<file path="config.mk">
export PLATFORM = sky130hd
export DESIGN_NAME = pulse_output_register_bank
export DESIGN_NICKNAME = d
export VERILOG_FILES = /design/src/rtl/pulse_output_register_bank.sv
export SDC_FILE = /design/constraint.sdc
export NUM_CORES = 1
export LEC_CHECK = 0
export CORE_UTILIZATION = 40
export CTS_CLUSTER_DIAMETER = 200
export DETAILED_ROUTE_END_ITERATION = 10
export PLACE_DENSITY = 0.71
export SLEW_MARGIN = 25
export SYNTH_ARGS = -nofsm -noshare
export SYNTH_HDL_FRONTEND = slang
export SYNTH_SLANG_ARGS = --single-unit
</file>
<file path="constraint.sdc">
create_clock -name clk -period 4.4 [get_ports clk]
set_input_delay 0.88 -clock clk [delete_from_list [all_inputs] [get_ports clk]]
set_output_delay 0.88 -clock clk [all_outputs]
set_load 0.01 [all_outputs]
</file>
<file path="src/rtl/pulse_output_register_bank.sv">
// Bank of CHANNELS bus-writable output registers with write/set/clear/toggle and optional auto-clearing pulses.
// Pulse timers, masks and the control space are built only when PULSE_OUTPUT_REGISTER_BANK_PULSE_EN is defined.
module pulse_output_register_bank #(
    parameter int unsigned WIDTH       = 32,
    parameter int unsigned CHANNELS    = 4,
    parameter logic [3:0]  ADDRESS     = 4'h0,
    parameter logic [31:0] DEFAULT     = 32'h0,
    parameter int unsigned PULSE_WIDTH = 16
) (
    input  logic                      clk,
    input  logic                      rst,
    input  logic                      enable,
    input  logic                      peripheralBus_we,
    input  logic                      peripheralBus_oe,
    input  logic [11:0]               peripheralBus_address,
    input  logic [3:0]                peripheralBus_byteSelect,
    input  logic [31:0]               peripheralBus_dataWrite,
    output logic [31:0]               peripheralBus_dataRead,
    output logic                      requestOutput,
    output logic [CHANNELS*WIDTH-1:0] currentValue,
    output logic [CHANNELS-1:0]       pulseActive
);

    logic [2:0]       ch_s;
    logic [1:0]       op_s;
    logic             ctrl_s;
    logic             aligned_s;
    logic             sel_s;
    logic             wr_s;
    logic             rd_s;
    logic [31:0]      lane_mask_s;
    logic [31:0]      wdata_s;
    logic [WIDTH-1:0] m_s;
    logic [WIDTH-1:0] d_s;
    logic [WIDTH-1:0] cur_s;

    logic [WIDTH-1:0] val_q [CHANNELS];
    logic [WIDTH-1:0] val_d [CHANNELS];

`ifdef PULSE_OUTPUT_REGISTER_BANK_PULSE_EN
    logic [PULSE_WIDTH-1:0] plen_q  [CHANNELS];
    logic [PULSE_WIDTH-1:0] plen_d  [CHANNELS];
    logic [PULSE_WIDTH-1:0] cnt_q   [CHANNELS];
    logic [PULSE_WIDTH-1:0] cnt_d   [CHANNELS];
    logic [WIDTH-1:0]       pmask_q [CHANNELS];
    logic [WIDTH-1:0]       pmask_d [CHANNELS];
    logic [CHANNELS-1:0]    active_q;
    logic [CHANNELS-1:0]    active_d;
    logic [PULSE_WIDTH-1:0] plen_sel_s;
    logic [WIDTH-1:0]       pmask_sel_s;
    logic                   active_sel_s;
`endif

    assign ch_s        = peripheralBus_address[6:4];
    assign op_s        = peripheralBus_address[3:2];
    assign ctrl_s      = peripheralBus_address[7];
    assign aligned_s   = (peripheralBus_address[1:0] == 2'b00);
    assign sel_s       = enable && (peripheralBus_address[11:8] == ADDRESS) && (32'(ch_s) < CHANNELS);
    assign wr_s        = sel_s && peripheralBus_we && !peripheralBus_oe && aligned_s;
    assign rd_s        = sel_s && peripheralBus_oe && !peripheralBus_we;
    assign lane_mask_s = {{8{peripheralBus_byteSelect[3]}}, {8{peripheralBus_byteSelect[2]}},
                          {8{peripheralBus_byteSelect[1]}}, {8{peripheralBus_byteSelect[0]}}};
    assign wdata_s     = peripheralBus_dataWrite & lane_mask_s;
    assign m_s         = lane_mask_s[WIDTH-1:0];
    assign d_s         = wdata_s[WIDTH-1:0];

    // Next-state: pulse expiry is resolved first so a bus op in the same cycle sees the cleared value.
    always_comb begin
        for (int n = 0; n < CHANNELS; n++) begin
            val_d[n] = val_q[n];
`ifdef PULSE_OUTPUT_REGISTER_BANK_PULSE_EN
            plen_d[n]  = plen_q[n];
            cnt_d[n]   = cnt_q[n];
            pmask_d[n] = pmask_q[n];
            if (cnt_q[n] == PULSE_WIDTH'(1)) begin
                val_d[n]   = val_q[n] & ~pmask_q[n];
                pmask_d[n] = '0;
                cnt_d[n]   = '0;
            end else if (cnt_q[n] != '0) begin
                cnt_d[n] = cnt_q[n] - PULSE_WIDTH'(1);
            end else begin
                cnt_d[n] = '0;
            end
            if (wr_s && ctrl_s && (op_s == 2'b00) && (ch_s == 3'(n))) begin
                plen_d[n] = wdata_s[PULSE_WIDTH-1:0] | (plen_q[n] & ~lane_mask_s[PULSE_WIDTH-1:0]);
            end else begin
                plen_d[n] = plen_q[n];
            end
`endif
            if (wr_s && !ctrl_s && (ch_s == 3'(n))) begin
                case (op_s)
                    2'b00: val_d[n] = d_s | (val_d[n] & ~m_s);
                    2'b01: begin
                        val_d[n] = val_d[n] | d_s;
`ifdef PULSE_OUTPUT_REGISTER_BANK_PULSE_EN
                        if (plen_q[n] != '0) begin
                            cnt_d[n]   = plen_q[n];
                            pmask_d[n] = pmask_d[n] | d_s;
                        end else begin
                            pmask_d[n] = pmask_d[n];
                        end
`endif
                    end
                    2'b10:   val_d[n] = val_d[n] & ~d_s;
                    2'b11:   val_d[n] = val_d[n] ^ d_s;
                    default: val_d[n] = val_d[n];
                endcase
            end else begin
                val_d[n] = val_d[n];
            end
        end
    end

`ifdef PULSE_OUTPUT_REGISTER_BANK_PULSE_EN
    // Pulse flag tracks whether the counter will be running after this edge.
    always_comb begin
        active_d = '0;
        for (int n = 0; n < CHANNELS; n++) begin
            active_d[n] = (cnt_d[n] != '0);
        end
    end
`endif

    // State registers, all cleared asynchronously.
    always_ff @(posedge clk or posedge rst) begin
        if (rst) begin
            for (int n = 0; n < CHANNELS; n++) begin
                val_q[n] <= DEFAULT[WIDTH-1:0];
`ifdef PULSE_OUTPUT_REGISTER_BANK_PULSE_EN
                plen_q[n]  <= '0;
                cnt_q[n]   <= '0;
                pmask_q[n] <= '0;
`endif
            end
`ifdef PULSE_OUTPUT_REGISTER_BANK_PULSE_EN
            active_q <= '0;
`endif
        end else begin
            for (int n = 0; n < CHANNELS; n++) begin
                val_q[n] <= val_d[n];
`ifdef PULSE_OUTPUT_REGISTER_BANK_PULSE_EN
                plen_q[n]  <= plen_d[n];
                cnt_q[n]   <= cnt_d[n];
                pmask_q[n] <= pmask_d[n];
`endif
            end
`ifdef PULSE_OUTPUT_REGISTER_BANK_PULSE_EN
            active_q <= active_d;
`endif
        end
    end

    // Combinational read mux; out-of-range channels never reach here because rd_s is low.
    always_comb begin
        cur_s = '0;
`ifdef PULSE_OUTPUT_REGISTER_BANK_PULSE_EN
        plen_sel_s   = '0;
        pmask_sel_s  = '0;
        active_sel_s = 1'b0;
`endif
        for (int n = 0; n < CHANNELS; n++) begin
            cur_s = (ch_s == 3'(n)) ? val_q[n] : cur_s;
`ifdef PULSE_OUTPUT_REGISTER_BANK_PULSE_EN
            plen_sel_s   = (ch_s == 3'(n)) ? plen_q[n]   : plen_sel_s;
            pmask_sel_s  = (ch_s == 3'(n)) ? pmask_q[n]  : pmask_sel_s;
            active_sel_s = (ch_s == 3'(n)) ? active_q[n] : active_sel_s;
`endif
        end
        peripheralBus_dataRead = 32'h0;
        if (rd_s && aligned_s && !ctrl_s) begin
            peripheralBus_dataRead = 32'(cur_s) & lane_mask_s;
        end else if (rd_s && aligned_s) begin
`ifdef PULSE_OUTPUT_REGISTER_BANK_PULSE_EN
            case (op_s)
                2'b00:   peripheralBus_dataRead = 32'(plen_sel_s);
                2'b01:   peripheralBus_dataRead = {31'h0, active_sel_s};
                2'b10:   peripheralBus_dataRead = 32'(pmask_sel_s);
                default: peripheralBus_dataRead = 32'h0;
            endcase
`else
            peripheralBus_dataRead = 32'h0;
`endif
        end else begin
            peripheralBus_dataRead = 32'h0;
        end
    end

    assign requestOutput = rd_s;

    // Flatten the channel registers onto the output bus.
    always_comb begin
        currentValue = '0;
        for (int n = 0; n < CHANNELS; n++) begin
            currentValue[n*WIDTH +: WIDTH] = val_q[n];
        end
    end

`ifdef PULSE_OUTPUT_REGISTER_BANK_PULSE_EN
    assign pulseActive = active_q;
`else
    assign pulseActive = '0;
`endif

endmodule
</file>
==> results of run 1 <==
-- cell usage in the layout (no fill, tap or decap), drive strengths merged, types with 4 or more instances in the layout --
| master | Yosys | final |
|---|---|---|
| conb | 1 | 4 |
| o2bb2ai | 39 | 39 |
| a21oi | 218 | 218 |
| a22o | 57 | 57 |
| dfrtp | 128 | 128 |
| a211oi | 64 | 64 |
| clkinv | 0 | 4 |
| nand4 | 5 | 5 |
| nand2 | 132 | 132 |
| nor2 | 126 | 126 |
| clkdlybuf4s50 | 0 | 208 |
| or2 | 13 | 13 |
| o21ai | 158 | 158 |
| nand2b | 7 | 7 |
| buf | 20 | 30 |
| nor2b | 34 | 34 |
| clkbuf | 99 | 23 |
| ha | 128 | 128 |
-- final timing paths --
check                                       endpoint  cells after the start  slack [ns]                      from
max in group asynchronous           currentValue[62]                      3        2.57                       rst
setup / recovery           peripheralBus_dataRead[4]                      8        0.27  peripheralBus_address[8]
setup reg to reg                   currentValue[123]                      5        3.00         currentValue[123]
hold / removal                      currentValue[78]                      1        0.55          currentValue[78]
hold reg to reg                     currentValue[78]                      1        0.55          currentValue[78]
min in group asynchronous           currentValue[54]                      2        0.90                       rst
-- per-layer routing --
layer,GRT usage,up-vias
met5,0,-
met4,0.0957,4
met3,0.0429,48
met2,0.411,320
met1,0.354,4685
li1,-,4850
-- cells in the mapped netlist (all sizes together) (2+ instances only) --
cell type / n / area (um2)
nand4: 5 / 46.3
a22o: 57 / 499
buf: 20 / 119
clkbuf: 99 / 372
nor2b: 34 / 213
or3b: 2 / 17.5
inv: 2 / 7.51
o21ai: 158 / 791
nand2b: 7 / 43.8
nor4: 2 / 42.5
a211o: 3 / 26.3
nor3: 2 / 15.0
nor4bb: 2 / 20.0
a21oi: 218 / 1090
or2: 13 / 81.3
a211oi: 64 / 480
or3: 2 / 12.5
nor3b: 2 / 20.0
nor2: 126 / 473
dfrtp: 128 / 3200
ha: 128 / 1600
nand2: 132 / 495
o2bb2ai: 39 / 342
-- timing repair --
| item | CTS | global route |
|---|---|---|
| endpoints found under the setup margin | 25 | 0 |
| setup buffers | 2 | 0 |
| gates resized for setup | 2 | 0 |
| endpoints found under the hold margin | 0 | 0 |
-- per-stage QoR --
stage / hold WS, ns / setup WS (ns) / cell area (um2) / total power [mW] / setup TNS (ns)
floorplan: 0.559 / 0.107 / 10100 / 1.52 / 0
global placement: 0.534 / -0.146 / 12300 / 1.66 / -2.08
detailed placement: 0.537 / -0.234 / 12300 / 1.67 / -2.59
CTS: 0.554 / 0.241 / 12900 / 3.10 / 0
global route: 0.592 / 0.104 / 12900 / 3.22 / 0
finish: 0.551 / 0.271 / 12900 / 3.09 / 0
-- power by group --
group	switching [mW]	leakage, nW	internal [mW]
clock network	0.528	0.287	0.911
logic	0.296	3.48	0.169
registers	0.00484	1.79	1.18
-- cells by family after synthesis --
| family | after synthesis | synth area share |
|---|---|---|
| buf+inv | 121 | 0.0495 |
| compound gates | 540 | 0.322 |
| simple gates | 332 | 0.150 |
| flops | 128 | 0.319 |
| fa+ha+maj | 128 | 0.159 |
| other cells | 1 | 0.000373 |
-- area by class of cell --
cell class                      count  share of cell area
Antenna cell                        1            0.000194
Clock buffer                       23              0.0362
Clock inverter                      7             0.00852
Inverter                            2            0.000774
Multi-Input combinational cell   1004               0.493
Sequential cell                   128               0.248
Tap cell                          324              0.0314
Timing Repair Buffer              238               0.182
==> impl_metrics.py, run 1 <==
metrics = {
    "timing": {
        "report.final.setup_viol": 0,
        "grt_setup_unrepaired": "false",
        "max_freq_ghz": 0.242,
        "min_period_ns": 4.13,
        "final_hold_violation_count": 0,
        "min_period_over_period": 0.938,
        "slew-limit-headroom": 0.357,
        "finalMaxSlewViolations": 0,
        "worst_pin_slew_ns": 0.965,
        "fin_skew_ns": 0,
    },
    "die": {
        "placement_rows": 57,
        "die-area_um2": 25800,
        "initial_core_utilization": 0.411,
        "fp.dieW_um": 161,
        "die-height_um": 161,
        "ios": 218,
        "core_area_um2": 24500,
    },
    "yosys": {
        "synth-edff-count": 0,
        "synth-async-reset-ratio": 1.00,
        "ys.warnings.count": 0,
        "synthCells": 1250,
        "yosys_register_bits": 128,
        "synth_cell_types": 35,
        "netlist_area_um2": 10100,
        "seq_area_frac_synth": 0.319,
        "synthesis.area_per_instance_um2": 8.04,
        "synth-main-ff-cell": "sky130_fd_sc_hd__dfrtp_1",
    },
    "route": {
        "antenna_left": 0,
        "detail_route.wirelength.met1_um": 15100,
        "first_pass_iters": 4,
        "drt-vias-per-instance": 5.74,
        "wl_met2_um": 15100,
        "wl_per_cell_um": 19.1,
        "route.met3.wl_um": 2080,
        "detail_route.drc_violations": 0,
        "dr_total_vias": 9907,
        "detailedRoute.firstIterationViolations": 634,
        "routed.top_layer": "met5",
        "wl_um": 33000,
    },
    "placed_design": {
        "place.port_buffers": 213,
        "place_hpwl_um": 21900,
        "placed_cells_incl_taps": 1694,
        "gp_congestion": 0.821,
    },
    "power_and_ir_drop": {
        "worst_ir_drop_vdd_mv": 0.150,
        "power.leakage_nw": 5.55,
        "cellPowerDensity_nw_per_um2": 239,
    },
    "worst_setup_path": {
        "critical_path_fanouts_max": 8,
        "worst_setup_path_end_kind": "output port",
        "timing.critical_path.slowest_cell_delay_ns": 0.58,
        "worstPathBufferInverterCount": 4,
        "worst_setup_path_start_kind": "input port",
        "critical_path.cell_chain": "clkdlybuf4s50_1 -> or4_4 -> nor4_4 -> buf_4 -> nand2_1 -> buf_4 -> a211oi_1 -> clkdlybuf4s50_1",
        "setup.worst_path.class": "input port to output port",
        "critPathSlowestCell": "sky130_fd_sc_hd__clkdlybuf4s50_1",
        "path_delay_family": "buffers and inverters",
        "cp_data_arrival_time_ns": 3.25,
        "critPathRequiredTime_ns": 3.52,
    },
    "clock_network": {
        "clock_sink_count": 128,
        "cts.htree.levels": 4,
        "clockRootBuffer": "sky130_fd_sc_hd__clkbuf_16",
        "clk_pin_slew_ns": 0.06,
        "postCtsHoldBufs": 0,
        "clockBufferDepth": 2,
        "tritoncts": "yes",
        "clock_latency_ns": 0.42,
        "cts_buffers": 17,
    },
    "cells_and_area": {
        "layout.area.seq_um2": 3200,
        "largest_register_ff_count": 128,
        "multi_input_area_um2": 6380,
        "instances_no_fill": 1727,
        "area_growth_pct": 28.6,
        "finalNetCount": 1572,
        "finalCoreUtilization": 0.529,
        "final_layout_size_suffix_gt1_frac": 0.0563,
        "n_fill_cell": 2254,
    },
    "global_route": {
        "gr-total-overflow": 0,
        "antenna_found_initial": 3,
        "grt_start_max_net_pins": 252,
        "grt_pass1_vias": 9338,
        "grt_usage": 0.259,
        "grt_first_pass_wirelength_um": 52500,
    },
    "run": {
        "max-cap-violations": 0,
    },
    "hold_path": {
        "min_path_type": "flip-flop to flip-flop",
    },
    "run_status": {
        "run_status": "completed",
    },
}
No activity file was read; power rests on OpenSTA's default activity.
==> inputs of run 2 (changes only) <==
--- a/config.mk
+++ b/config.mk
@@ -8,6 +8,7 @@
 export CORE_UTILIZATION = 40
 export CTS_CLUSTER_DIAMETER = 200
 export DETAILED_ROUTE_END_ITERATION = 10
+export MAX_ROUTING_LAYER = met4
 export PLACE_DENSITY = 0.71
 export SLEW_MARGIN = 25
 export SYNTH_ARGS = -nofsm -noshare
==> run 2 against run 1 <==
  * Via count increased by 0.78%
  * Hold slack better by 0.0044 ns
  * Flip-flop and latch count did not move
  * Sequential share of layout area about the same
  * Fmax about the same
  * Highest routed layer is now met4
==> impl_metrics.py, run 2 (synthesis gave the netlist of run 1 again) <==
metrics = {
    "cells_and_area": {
        "n_fill_cell": 2253,
        "finalCoreUtilization": 0.529,
        "commonest_non_fill_non_tap_cell_in_the_layout": "sky130_fd_sc_hd__a21oi_1",
        "largest_register_ff_count": 128,
        "layout.cells.most_common_list": "sky130_fd_sc_hd__a21oi_1 (218), sky130_fd_sc_hd__clkdlybuf4s50_1 (208), sky130_fd_sc_hd__o21ai_0 (146), sky130_fd_sc_hd__nand2_1 (130)",
        "final_layout_size_suffix_gt1_frac": 0.0563,
        "layout.area.seq_um2": 3200,
        "finalNetCount": 1572,
        "instances_no_fill": 1729,
        "area_growth_pct": 28.7,
        "multi_input_area_um2": 6380,
    },
    "die": {
        "core_area_um2": 24500,
        "die-area_um2": 25800,
        "die-height_um": 161,
        "placement_rows": 57,
        "ios": 218,
        "fp.dieW_um": 161,
        "initial_core_utilization": 0.411,
    },
    "timing": {
        "final_hold_violation_count": 0,
        "min_period_ns": 4.13,
        "slew-limit-headroom": 0.338,
        "fin_skew_ns": 0,
        "min_period_over_period": 0.938,
        "worst_pin_slew_ns": 0.993,
        "finalMaxSlewViolations": 0,
        "grt_setup_unrepaired": "false",
        "max_freq_ghz": 0.242,
        "fin_worst_hold_slack_ns": 0.555,
        "report.final.setup_viol": 0,
        "fin_ws_ns": 0.272,
    },
    "placed_design": {
        "gp_congestion": 0.833,
        "place_hpwl_um": 21900,
        "dp_worst_setup_slack_ns": -0.234,
        "place.port_buffers": 213,
        "placed_cells_incl_taps": 1694,
    },
    "run_status": {
        "run_status": "completed",
    },
    "worst_setup_path": {
        "worst_r2r_startpoint": "currentValue[123]",
        "critPathMostFrequentCell": "sky130_fd_sc_hd__clkdlybuf4s50_1",
        "critical_path_fanouts_max": 8,
        "timing.critical_path.from": "peripheralBus_address[8]",
        "critPathSlowestCell": "sky130_fd_sc_hd__clkdlybuf4s50_1",
        "setup.worst_path.class": "input port to output port",
        "critPathRequiredTime_ns": 3.52,
        "worst_setup_path_end_kind": "output port",
        "path_delay_family": "buffers and inverters",
        "worstPathBufferInverterCount": 3,
        "timing.critical_path.slowest_cell_delay_ns": 0.59,
        "timing.reg2reg.worst_path_depth": 5,
        "worst_setup_path_start_kind": "input port",
        "worstSetupPathDepth": 7,
        "cp_data_arrival_time_ns": 3.25,
        "critical_path.cell_chain": "clkdlybuf4s50_1 -> or4_4 -> nor4_4 -> buf_4 -> nand2_2 -> a211oi_1 -> clkdlybuf4s50_1",
    },
    "clock_network": {
        "postCtsHoldBufs": 0,
        "clock_sink_count": 128,
        "clk_pin_slew_ns": 0.06,
        "tritoncts": "yes",
        "cts_buffers": 17,
        "cts.htree.levels": 4,
        "clockBufferDepth": 2,
        "clock_latency_ns": 0.42,
        "clockRootBuffer": "sky130_fd_sc_hd__clkbuf_16",
    },
    "global_route": {
        "grt_usage": 0.267,
        "antenna_found_initial": 3,
        "grt_start_max_net_pins": 252,
        "grt_first_pass_wirelength_um": 52400,
        "grt_pass1_vias": 9358,
        "gr-total-overflow": 0,
    },
    "run": {
        "max-cap-violations": 0,
    },
    "route": {
        "antenna_left": 0,
        "wl_um": 33000,
        "first_pass_iters": 5,
        "detail_route.drc_violations": 0,
        "wl_per_cell_um": 19.1,
        "detailedRoute.firstIterationViolations": 655,
        "dr_total_vias": 9984,
        "drt-vias-per-instance": 5.77,
    },
    "hold_path": {
        "min_from": "currentValue[78]",
        "min_path_type": "flip-flop to flip-flop",
        "hold_depth": 1,
    },
    "power_and_ir_drop": {
        "worst_ir_drop_vdd_mv": 0.152,
        "power.leakage_nw": 5.55,
        "post_layout_power_mw": 3.09,
        "cellPowerDensity_nw_per_um2": 239,
    },
}
run 2: changes by cell type in the layout (fill, tap and decap cells not counted), sizes merged:
cell / before / now
diode: 1 / 3
run 2: routing by layer:
layer / global-route usage / vias up / share of wire
met3: 0.0395 / 47 / 0.058
met5: - / - / 0
met2: 0.411 / 323 / 0.46
li1: - / 4852 / -
met4: 0.0957 / 0 / 0.022
met1: 0.355 / 4762 / 0.46
run 2: metrics by stage:
| step | cell area (um2) | setup TNS, ns |
|---|---|---|
| after floorplan | 10100 | 0 |
| after global placement | 12300 | -2.08 |
| after detailed placement | 12300 | -2.59 |
| after CTS | 12900 | 0 |
| after global routing | 12900 | 0 |
| final | 12900 | 0 |
run 2: cell type report:
| type | count | area share |
|---|---|---|
| multi-input combinational | 1004 | 0.493 |
| sequential | 128 | 0.248 |
| timing repair buffer | 238 | 0.182 |
| clock buffer | 23 | 0.0362 |
| tap | 324 | 0.0313 |
| clock inverter | 7 | 0.00851 |
| inverter | 2 | 0.000774 |
| antenna | 3 | 0.000580 |
run 2: timing repair:
| action | in CTS | in global routing |
|---|---|---|
| setup buffers | 2 | 0 |
| setup endpoints to repair | 25 | 0 |
| gates resized for setup | 2 | 0 |
run 2: worst register-to-register path, cell delays in order (launching register included):
cell                       delay (ns)
sky130_fd_sc_hd__dfrtp_1         0.42
sky130_fd_sc_hd__ha_1            0.31
sky130_fd_sc_hd__nand2_1         0.05
sky130_fd_sc_hd__o211ai_1        0.14
sky130_fd_sc_hd__o21ai_0         0.15
sky130_fd_sc_hd__a22o_1          0.22
run 2: worst paths after layout:
kind                                                   end  slack, ns
worst max register to register           currentValue[123]       3.00
max in group asynchronous                 currentValue[61]       2.58
worst min-delay path                      currentValue[78]       0.56
min in group asynchronous                 currentValue[54]       0.89
worst max-delay path            peripheralBus_dataRead[18]       0.27
worst min register to register            currentValue[78]       0.56
run 2: report_power, final:
part | leakage [nW] | switching (mW) | internal, mW
Combinational | 3.48 | 0.295 | 0.169
Sequential | 1.79 | 0.00483 | 1.18
Clock | 0.287 | 0.527 | 0.911
Total | 5.55 | 0.827 | 2.26
==> inputs of run 3 (changes only) <==
--- a/config.mk
+++ b/config.mk
@@ -5,11 +5,11 @@
 export SDC_FILE = /design/constraint.sdc
 export NUM_CORES = 1
 export LEC_CHECK = 0
-export CORE_UTILIZATION = 40
+export CORE_UTILIZATION = 30
 export CTS_CLUSTER_DIAMETER = 200
 export DETAILED_ROUTE_END_ITERATION = 10
 export MAX_ROUTING_LAYER = met4
-export PLACE_DENSITY = 0.71
+export PLACE_DENSITY = 0.57
 export SLEW_MARGIN = 25
 export SYNTH_ARGS = -nofsm -noshare
 export SYNTH_HDL_FRONTEND = slang
==> run 3 against run 2 <==
  * Critical path depth is 1 higher
  * Global-route usage is 5.6 points lower
  * Combinational power hardly changed
  * Routed wire length is 5.4% higher
  * Power is 4.1% lower
  * Non-clock buffer count stayed put
  * Hold slack hardly changed
  * Flip-flop and latch count stayed put
  * Register-to-register slack better by 0.06 ns
  * Utilization is 13 points lower
  * Largest cell class unchanged
==> impl_metrics.py, run 3 (synthesis gave the netlist of run 1 again) <==
metrics = {
    "cells_and_area": {
        "finalCoreUtilization": 0.399,
        "layout.cells.most_common_list": "sky130_fd_sc_hd__a21oi_1 (218), sky130_fd_sc_hd__clkdlybuf4s50_1 (205), sky130_fd_sc_hd__o21ai_0 (146), sky130_fd_sc_hd__nand2_1 (132)",
        "final_layout_size_suffix_gt1_frac": 0.0584,
        "area_growth_pct": 30.0,
        "multi_input_area_um2": 6380,
        "layout.area.seq_um2": 3200,
        "commonest_non_fill_non_tap_cell_in_the_layout": "sky130_fd_sc_hd__a21oi_1",
        "n_fill_cell": 3337,
        "largest_register_ff_count": 128,
        "finalNetCount": 1572,
        "antenna-diode-count": 0,
        "area_of_all_placed_cells_without_fillers_um2": 13100,
    },
    "worst_setup_path": {
        "critical_path_fanouts_max": 7,
        "path_delay_family": "buffers and inverters",
        "worst_r2r_startpoint": "currentValue[14]",
        "critPathRequiredTime_ns": 3.52,
        "worst_setup_path_end_kind": "output port",
        "timing.reg2reg.setup_slack_ns": 3.06,
        "worstReg2RegEnd": "currentValue[14]",
        "worst_setup_path_start_kind": "input port",
        "worstPathBufferInverterCount": 4,
        "critical_path.cell_chain": "clkdlybuf4s50_1 -> or4_4 -> nor4_4 -> buf_4 -> nand2_1 -> buf_4 -> a211oi_1 -> clkdlybuf4s50_1",
        "timing.critical_path.slowest_cell_delay_ns": 0.58,
        "setup.worst_path.class": "input port to output port",
        "timing.reg2reg.worst_path_depth": 5,
        "cp_data_arrival_time_ns": 3.41,
        "critPathSlowestCell": "sky130_fd_sc_hd__clkdlybuf4s50_1",
    },
    "timing": {
        "worst_pin_slew_ns": 0.957,
        "fin_ws_ns": 0.109,
        "final_hold_violation_count": 0,
        "min_period_over_period": 0.975,
        "fin_setup_tns_ns": 0,
        "max_freq_ghz": 0.233,
        "grt_setup_unrepaired": "false",
        "report.final.setup_viol": 0,
        "slew-limit-headroom": 0.362,
        "finalMaxSlewViolations": 0,
        "fin_skew_ns": 0,
        "min_period_ns": 4.29,
    },
    "clock_network": {
        "clock_latency_ns": 0.41,
        "clockRootBuffer": "sky130_fd_sc_hd__clkbuf_16",
        "postCtsSetupRepairBufs": 0,
        "clockBufferDepth": 2,
        "tritoncts": "yes",
        "postCtsHoldBufs": 0,
        "clock_sink_count": 128,
        "cts.htree.levels": 4,
        "cts.repair.resized": 0,
        "clk_pin_slew_ns": 0.06,
        "cts_buffers": 17,
    },
    "power_and_ir_drop": {
        "power.leakage_nw": 5.58,
        "cellPowerDensity_nw_per_um2": 227,
        "post_layout_power_mw": 2.96,
        "worst_ir_drop_vdd_mv": 0.251,
    },
    "placed_design": {
        "dp_worst_setup_slack_ns": 0.0858,
        "place_hpwl_um": 23400,
        "place.port_buffers": 213,
        "gp_congestion": 0.810,
        "placed_cell_area_um2": 12500,
    },
    "global_route": {
        "grt_usage": 0.211,
        "grt_start_max_net_pins": 252,
        "grt_pass1_vias": 9062,
        "antenna_found_initial": 0,
        "grt_first_pass_wirelength_um": 53900,
        "gr-total-overflow": 0,
    },
    "die": {
        "placement_rows": 66,
        "initial_core_utilization": 0.307,
        "die-height_um": 185,
        "fp.dieW_um": 185,
        "core_area_um2": 32800,
        "die-area_um2": 34200,
        "ios": 218,
    },
    "hold_path": {
        "hold_depth": 1,
        "min_from": "currentValue[69]",
        "min_path_type": "flip-flop to flip-flop",
        "whs_endpoint": "currentValue[69]",
    },
    "run_status": {
        "run_status": "completed",
    },
    "route": {
        "detailedRoute.firstIterationViolations": 689,
        "detail_route.drc_violations": 0,
        "wl_per_cell_um": 18.9,
        "antenna_left": 0,
        "dr_total_vias": 9905,
        "wl_um": 34800,
        "first_pass_iters": 5,
        "drt-vias-per-instance": 5.37,
    },
    "run": {
        "max-cap-violations": 0,
    },
}
==> run 3: through the flow <==
stage / hold slack, ns / cells
after floorplan: 0.559 / 1253
after global placement: 0.536 / 1814
after detailed placement: 0.544 / 1814
after CTS: 0.560 / 1845
after global routing: 0.576 / 1845
final: 0.555 / 1845
==> run 3: metal layers <==
layer / routed length, um / track usage / up-vias
met3: 1530 / 0.0319 / 14
met1: 17100 / 0.293 / 4795
met4: 206 / 0.0354 / 0
met2: 16000 / 0.327 / 253
li1: - / - / 4843
met5: 0 / - / -
==> run 3: final cells by class <==
cell class | count | share of cell area
multi-input combinational | 1004 | 0.488
timing repair buffer | 238 | 0.183
inverter | 2 | 0.000958
clock buffer | 19 | 0.0339
sequential | 128 | 0.245
tap | 442 | 0.0423
clock inverter | 12 | 0.00690
==> run 3: report_power, final <==
group	total (mW)	switching, mW	internal (mW)
Clock	1.32	0.582	0.733
Sequential	1.19	0.00501	1.18
Combinational	0.463	0.296	0.167
Total	2.96	0.883	2.08
==> run 3: worst reg2reg max path, cell delays in order, from the launching register on <==
cell	delay, ns
sky130_fd_sc_hd__dfrtp_1	0.43
sky130_fd_sc_hd__ha_1	0.31
sky130_fd_sc_hd__nand2_1	0.06
sky130_fd_sc_hd__o21ai_0	0.09
sky130_fd_sc_hd__a211o_1	0.32
sky130_fd_sc_hd__nand2_1	0.06
==> run 3: how the worst max path moves through the flow <==
stage | startpoint | to | cells after the start
after floorplan | rst | currentValue[0] | 1
after global placement | peripheralBus_address[9] | peripheralBus_dataRead[4] | 8
after detailed placement | peripheralBus_address[9] | peripheralBus_dataRead[3] | 8
after CTS | peripheralBus_address[9] | peripheralBus_dataRead[3] | 8
after global routing | peripheralBus_address[9] | peripheralBus_dataRead[25] | 8
final | peripheralBus_address[9] | peripheralBus_dataRead[28] | 8
